### src/rtl/tmds_serializer_nch.sv
// Multi-channel TMDS symbol serializer: loads one symbol per channel each symbol
// period and shifts it out BITS_PER_CLK bits per clock, with idle fill and bit-slip.
module tmds_serializer_nch #(
    parameter int               NUM_CH       = 3,
    parameter int               SYM_W        = 10,
    parameter int               BITS_PER_CLK = 1,
    parameter bit               LSB_FIRST    = 1'b1,
    parameter logic [SYM_W-1:0] IDLE_SYM     = 10'b1101010100
) (
    input  logic                           pi_clk,
    input  logic                           pi_rst,
    input  logic                           pi_enable,
    input  logic [NUM_CH*SYM_W-1:0]        pi_sym,
    input  logic                           pi_valid,
    output logic                           po_ready,
    input  logic                           pi_bitslip,
    output logic [NUM_CH*BITS_PER_CLK-1:0] po_data,
    output logic                           po_load,
    output logic                           po_underflow,
    output logic [15:0]                    po_underflow_cnt
);

    localparam int S     = SYM_W / BITS_PER_CLK;
    localparam int CNT_W = (S > 1) ? $clog2(S) : 1;
    localparam logic [CNT_W-1:0] LAST_SLOT = CNT_W'(S - 1);

    typedef enum logic {IDLE, RUN} state_t;

    state_t           state;
    state_t           state_next;
    logic [CNT_W-1:0] slot_cnt;
    logic [SYM_W-1:0] shreg [NUM_CH];
    logic             at_last;
    logic             load_en;
    logic             shift_en;
    logic             clear_en;

    assign at_last  = (slot_cnt == LAST_SLOT);
    assign po_ready = load_en;

    always_ff @(posedge pi_clk) begin
        if (pi_rst) begin
            state <= IDLE;
        end else begin
            state <= state_next;
        end
    end

    // Bitslip outranks everything in RUN: it freezes the slot, deferring a load or a stop.
    always_comb begin
        state_next = state;
        load_en    = 1'b0;
        shift_en   = 1'b0;
        clear_en   = 1'b0;
        case (state)
            IDLE: begin
                if (pi_enable) begin
                    state_next = RUN;
                end
            end
            RUN: begin
                if (!pi_bitslip) begin
                    if (at_last) begin
                        if (pi_enable) begin
                            load_en = 1'b1;
                        end else begin
                            state_next = IDLE;
                            clear_en   = 1'b1;
                        end
                    end else begin
                        shift_en = 1'b1;
                    end
                end
            end
            default: state_next = IDLE;
        endcase
    end

    always_ff @(posedge pi_clk) begin
        if (pi_rst) begin
            slot_cnt         <= LAST_SLOT;
            po_load          <= 1'b0;
            po_underflow     <= 1'b0;
            po_underflow_cnt <= '0;
            for (int ch = 0; ch < NUM_CH; ch++) begin
                shreg[ch] <= '0;
            end
        end else begin
            po_load      <= load_en;
            po_underflow <= load_en && !pi_valid;
            if (load_en) begin
                slot_cnt <= '0;
                for (int ch = 0; ch < NUM_CH; ch++) begin
                    shreg[ch] <= pi_valid ? pi_sym[ch*SYM_W +: SYM_W] : IDLE_SYM;
                end
                if (!pi_valid && (po_underflow_cnt != 16'hFFFF)) begin
                    po_underflow_cnt <= po_underflow_cnt + 16'd1;
                end
            end else if (shift_en) begin
                slot_cnt <= slot_cnt + 1'b1;
                for (int ch = 0; ch < NUM_CH; ch++) begin
                    if (LSB_FIRST) begin
                        shreg[ch] <= shreg[ch] >> BITS_PER_CLK;
                    end else begin
                        shreg[ch] <= shreg[ch] << BITS_PER_CLK;
                    end
                end
            end else if (clear_en) begin
                slot_cnt <= LAST_SLOT;
                for (int ch = 0; ch < NUM_CH; ch++) begin
                    shreg[ch] <= '0;
                end
            end
        end
    end

    // MSB-first taps are reversed so the earlier bit always lands at the lower index.
    always_comb begin
        po_data = '0;
        for (int ch = 0; ch < NUM_CH; ch++) begin
            for (int b = 0; b < BITS_PER_CLK; b++) begin
                po_data[ch*BITS_PER_CLK + b] = LSB_FIRST ? shreg[ch][b] : shreg[ch][SYM_W-1-b];
            end
        end
    end

endmodule

### config.mk
export PLATFORM = sky130hd
export DESIGN_NAME = tmds_serializer_nch
export DESIGN_NICKNAME = d
export VERILOG_FILES = /design/src/rtl/tmds_serializer_nch.sv
export SDC_FILE = /design/constraint.sdc
export NUM_CORES = 1
export LEC_CHECK = 0
export ABC_AREA = 1
export BUFFER_PORTS_ARGS = -buffer_cell sky130_fd_sc_hd__buf_4
export CELL_PAD_IN_SITES_DETAIL_PLACEMENT = 1
export CELL_PAD_IN_SITES_GLOBAL_PLACEMENT = 1
export CORE_MARGIN = 2
export CORE_UTILIZATION = 40
export CTS_CLUSTER_DIAMETER = 60
export DETAILED_ROUTE_END_ITERATION = 10
export GPL_TIMING_DRIVEN = 0
export PLACE_DENSITY_LB_ADDON = 0.25
export SYNTH_ARGS = -nofsm -noshare
export SYNTH_HDL_FRONTEND = slang
export SYNTH_SLANG_ARGS = --single-unit
### constraint.sdc
create_clock -name pi_clk -period 2.3 [get_ports pi_clk]
set_clock_uncertainty 0.2 [all_clocks]
set_input_delay 0.23 -clock pi_clk [delete_from_list [all_inputs] [get_ports pi_clk]]
set_output_delay 0.23 -clock pi_clk [all_outputs]
set_load 0.1 [all_outputs]
# After elaboration in Yosys (flattened, before gate mapping)

Memories as Yosys holds them, arrays and structs flattened.
Index checks and enable logic that the tools add are counted.

Reductions and logical operators: 7
Equality and inequality tests: 2
Mux-type cells: 43
Add/subtract/negate cells: 2
Bitwise operators: 10

Operator list:

| operator                                                        | number |
|---|---|
| 10-bit 2-to-1 mux                                               | 12 |
| 1-bit 2-to-1 mux                                                | 27 |
| 16-bit by 1-bit adder with 16-bit output, second input constant | 1 |
| 16-bit != test, second input constant                           | 1 |
| 4-bit 2-to-1 mux                                                | 3 |
| 1-bit OR                                                        | 9 |
| 4-bit by 1-bit adder with 4-bit output, second input constant   | 1 |
| 4-bit equality test, second input constant                      | 1 |
| 3-bit nonzero test                                              | 1 |
| 1-bit logical AND                                               | 2 |
| 1-bit case mux with 2 select lines                              | 1 |
| 2-bit AND reduction                                             | 1 |
| 2-bit nonzero test                                              | 1 |
| 2-bit OR reduction                                              | 1 |
| 1-bit zero test                                                 | 1 |
| 1-bit inverter                                                  | 1 |

Bits of input ports: 35
Memories kept: 1
Word-level logic and storage cells: 71
Bits in writable memories: 30
Output and inout bits: 22
Register bits after elaboration: 23

Memories:

| memory | depth | bits a word | read ports | clocked after memory_dff | wr ports | line | source |
|---|---|---|---|---|---|---|---|
| shreg  | 3     | 10          | 3          | 0                        | 3        | 32   | `logic [SYM_W-1:0] shreg [NUM_CH];` |

# Longest topological paths before layout

Depth after elaboration: 10
Mapped depth: 11
Gate-level depth less buffers: 10

# Least setup slack after synthesis

No wires, ideal clock.

Kind: flip-flop to flip-flop
Start point: register po_underflow_cnt[1]
End point: register po_underflow_cnt[9]
Required time: 2.032 ns
Clock period less this slack: 2.557 ns
Stages on the path, launching flop included: 11
Library setup time: 0.068 ns
Data arrival time: 2.288 ns
Buffers on the path: 1
Slack: -0.257 ns
Cells stage by stage: dfxtp_1 > ha_1 > nand3_2 > inv_2 > nand2_4 > nor2_4 > nand2_4 > nand2_4 > buf_6 > nand2_1 > a21oi_2

Word-level cells in the longest chain between the ends: 3
Elaborated cells between the ends (all ways): 4
Those cells by class: 1 x add/sub; 1 x eq/ne; 2 x reduce/logical

RTL lines:

| element                                                                          | line | source |
|---|---|---|
| from (decl)                                                                      | 20   | `output logic [15:0] po_underflow_cnt` |
| from (signal assigned)                                                           | 97   | `po_underflow_cnt <= po_underflow_cnt + 16'd1;` |
| branches (longest 3 deep; another with 16-bit by 1-bit adder with 16-bit output) | --   |  |

Parallel ways; which one is timed is not known.
A chain may end at the register's enable or synchronous reset.

# Worst setup path after layout

Start point: register slot_cnt[0]
End point: output po_ready

Word-level cells in the longest chain between the ends: 4

RTL lines:

| element                | line | source |
|---|---|---|
| from (decl)            | 31   | `logic [CNT_W-1:0] slot_cnt;` |
| from (signal assigned) | 100  | `slot_cnt <= slot_cnt + 1'b1;` |
| 4-bit equality test    | 38   | `assign at_last = (slot_cnt == LAST_SLOT);` |
| 1-bit 2-to-1 mux       | 63   | `if (at_last) begin` |
| 1-bit 2-to-1 mux       | 62   | `if (!pi_bitslip) begin` |
| 1-bit 2-to-1 mux       | 55   | `case (state)` |
| to (decl)              | 15   | `output logic po_ready,` |

No other way between the ends.

==> reports/qor.yml <==
status: "finished, final reports clean"
design_power_total_w: 0.001780
multi_input_area_um2: 1191
endpoint_kind: "output port"
drive_above_1_share: 0.2543
setup-tns-final_ns: 0
post-route-period-util: 0.9316
netlist_instances: 340
ir_worst_vdd_mv: 0.3002
ys.flop_type: "edfxtp_1"
track_usage: 0.2028
use_met3: 0.03128
p_per_area_nw_per_um2: 523.8
ctsRootBufferMaster: "clkbuf_8"
grt_pass1_vias: 2718
die_y_um: 87.01
drt_iter0_drc: 95
die_x_um: 87.01
die-area_um2: 7571
slew_headroom: 0.5201
ys_async_sr_fraction: 0
final_max_slew_viol_count: 0
io_buffers: 54
busiest_layer: "met2"
worstMarginPinSlew_ns: 0.7173
grt_max_degree: 31
antenna_cells: 0
grt_use_met2: 0.3782
synth_area_um2: 2756
cp-start-kind: "flop"
grt.overflow.total: 0
fmax_ghz: 0.4667
setup_violations: 0
synth_edf_count: 30
gr-usage-met1: 0.2344
numClockSinks: 53
critical_path_required_ns: 1.87
grt_pass1_wl_um: 12120
worstHoldPathCells: 2
area_growth_pct: 23.29
place_congestion: 0.8163
rsz0062_at_grt: "false"
syn-num-nets: 378
worstSetupPathType: "flop to output port"
path_clk_slew_ns: 0.10
initial_core_util: 0.4102
vias: 2507
io_pins: 57
vias_per_cell: 5.169
ant_nets: 0
yosysWarnings: 0
hold_viol_final: 0
synth_cell_types: 33
clockBufferDepth: 2
dp.final_hpwl_um: 5188
rows: 30
drv_cap: 0
core_um2: 6719
h-tree-depth: 2
wl_per_cell_um: 14.73
reg2regPathDepth: 9
arrival_ns: 1.71
ff_latch_area_um2: 1374
drc_errors: 0
syn_avg_cell_area_um2: 8.107
hp-class: "primary input to flop"
synth-seq-cells: 53
cp_max_fo: 5
totalWireLength_um: 7142
period_needed_ns: 2.143
dr.pass1.iters: 4
tritoncts: "yes"
clk_latency_ns: 0.31
antenna_found_initial: 0
cts_setup_buffers: 0
fillers: 826
cts_buffers: 5
p_leak_nw: 1.477
final_nets: 442
yosysSeqAreaShare: 0.4939
## power breakdown
part           total, W  internal, W  switching, W
combinational  0.000196    0.0000704      0.000126
clock          0.000529     0.000210      0.000319
sequential      0.00105      0.00104     0.0000145
## synthesized netlist by cell type, types with 4 or more instances
cell      count  area share
edfxtp_1     30        0.33
a21oi_2       4       0.013
nand4_1       4      0.0091
nor2_1       31       0.042
nand2_1      84        0.11
dfxtp_1      23        0.17
clkbuf_1      7      0.0095
inv_1        25       0.034
buf_4         5       0.014
buf_2         4      0.0073
a21oi_1      11       0.020
o21ai_0      18       0.033
nand3_1      60        0.11
## cell usage in the layout (no fill, tap or decap), types with 3 or more instances in the layout
| cell type | instances |
|---|---|
| nand4_1 | 4 |
| clkbuf_1 | 7 |
| dfxtp_1 | 13 |
| nand2_2 | 4 |
| nor3_1 | 3 |
| dfxtp_2 | 10 |
| dlygate4sd3_1 | 3 |
| clkbuf_8 | 5 |
| inv_1 | 25 |
| edfxtp_1 | 30 |
| a21oi_1 | 11 |
| nand2_1 | 83 |
| nor2_1 | 30 |
| ha_1 | 3 |
| buf_4 | 59 |
| a21oi_2 | 4 |
| nand3_1 | 60 |
| nand2_4 | 3 |
| buf_2 | 3 |
| o21ai_0 | 18 |
## through the flow
stage / setup WS (ns) / std cells / hold slack [ns] / cell area (µm²) / utilization
after global routing: 0.005457 / 485 / 0.001452 / 3398 / 0.5058
final: 0.1573 / 485 / 0.005664 / 3398 / 0.5058
after detailed placement: -0.4103 / 474 / 0.2739 / 3274 / 0.4873
after CTS: 0.08301 / 485 / 0.001504 / 3393 / 0.5050
after floorplan: 0.02965 / 340 / 0.1890 / 2769 / -
after global placement: -0.3667 / 474 / 0.2557 / 3274 / 0.4873
## worst max-delay path: stages (launching register included)
cell,delay (ns)
dfxtp_1,0.41
ha_1,0.19
nand3_2,0.13
nor2_2,0.16
nand2_1,0.11
inv_1,0.11
buf_4,0.29
## registers in the layout (all words and copies together) (netlist names)
signal	cells
state	1
po_load	1
po_underflow	1
po_underflow_cnt	16
slot_cnt	4
shreg	30
## per-layer routing
layer	vias to the layer above	part of all wire
met5	-	0
met4	0	0.011
met3	5	0.029
met2	50	0.52
met1	1198	0.44
li1	1254	-
## cells by family (layout without fill, tap and decap cells)
logic type / after synthesis / count (layout) / synth area share
buffers and inverters: 47 / 112 / 0.07581
xor gates and xnor gates: 4 / 4 / 0.01271
AOI/OAI and AO/OA: 37 / 37 / 0.07626
DFF: 53 / 53 / 0.4939
and+or+nand+nor: 196 / 196 / 0.3277
adders and majority gates: 3 / 3 / 0.01362
## final cells by class
class | instances | share of cell area
flip-flops and latches | 53 | 0.4043
multi-input cells | 240 | 0.3505
repair buffers | 57 | 0.1281
plain buffers | 19 | 0.03130
inverters | 28 | 0.03093
well taps | 80 | 0.02946
clock buffers | 5 | 0.02025
clock inverters | 3 | 0.005155
## final timing paths
kind               startpoint              endpoint  slack (ns)
hold / removal         pi_rst  po_underflow_cnt[11]       0.006
hold reg to reg         state                 state        0.29
setup / recovery  slot_cnt[0]              po_ready        0.16
setup reg to reg  slot_cnt[0]           shreg[0][0]        0.24
## timing repair
item | 4_1_cts | 5_1_grt
endpoints found under the hold margin | 3 | 0
gates resized for setup | 1 | 2
hold buffers | 3 | 0
endpoints found under the setup margin | 30 | 10
gates cloned | 0 | 0
No activity file was read; power rests on OpenSTA's default activity.
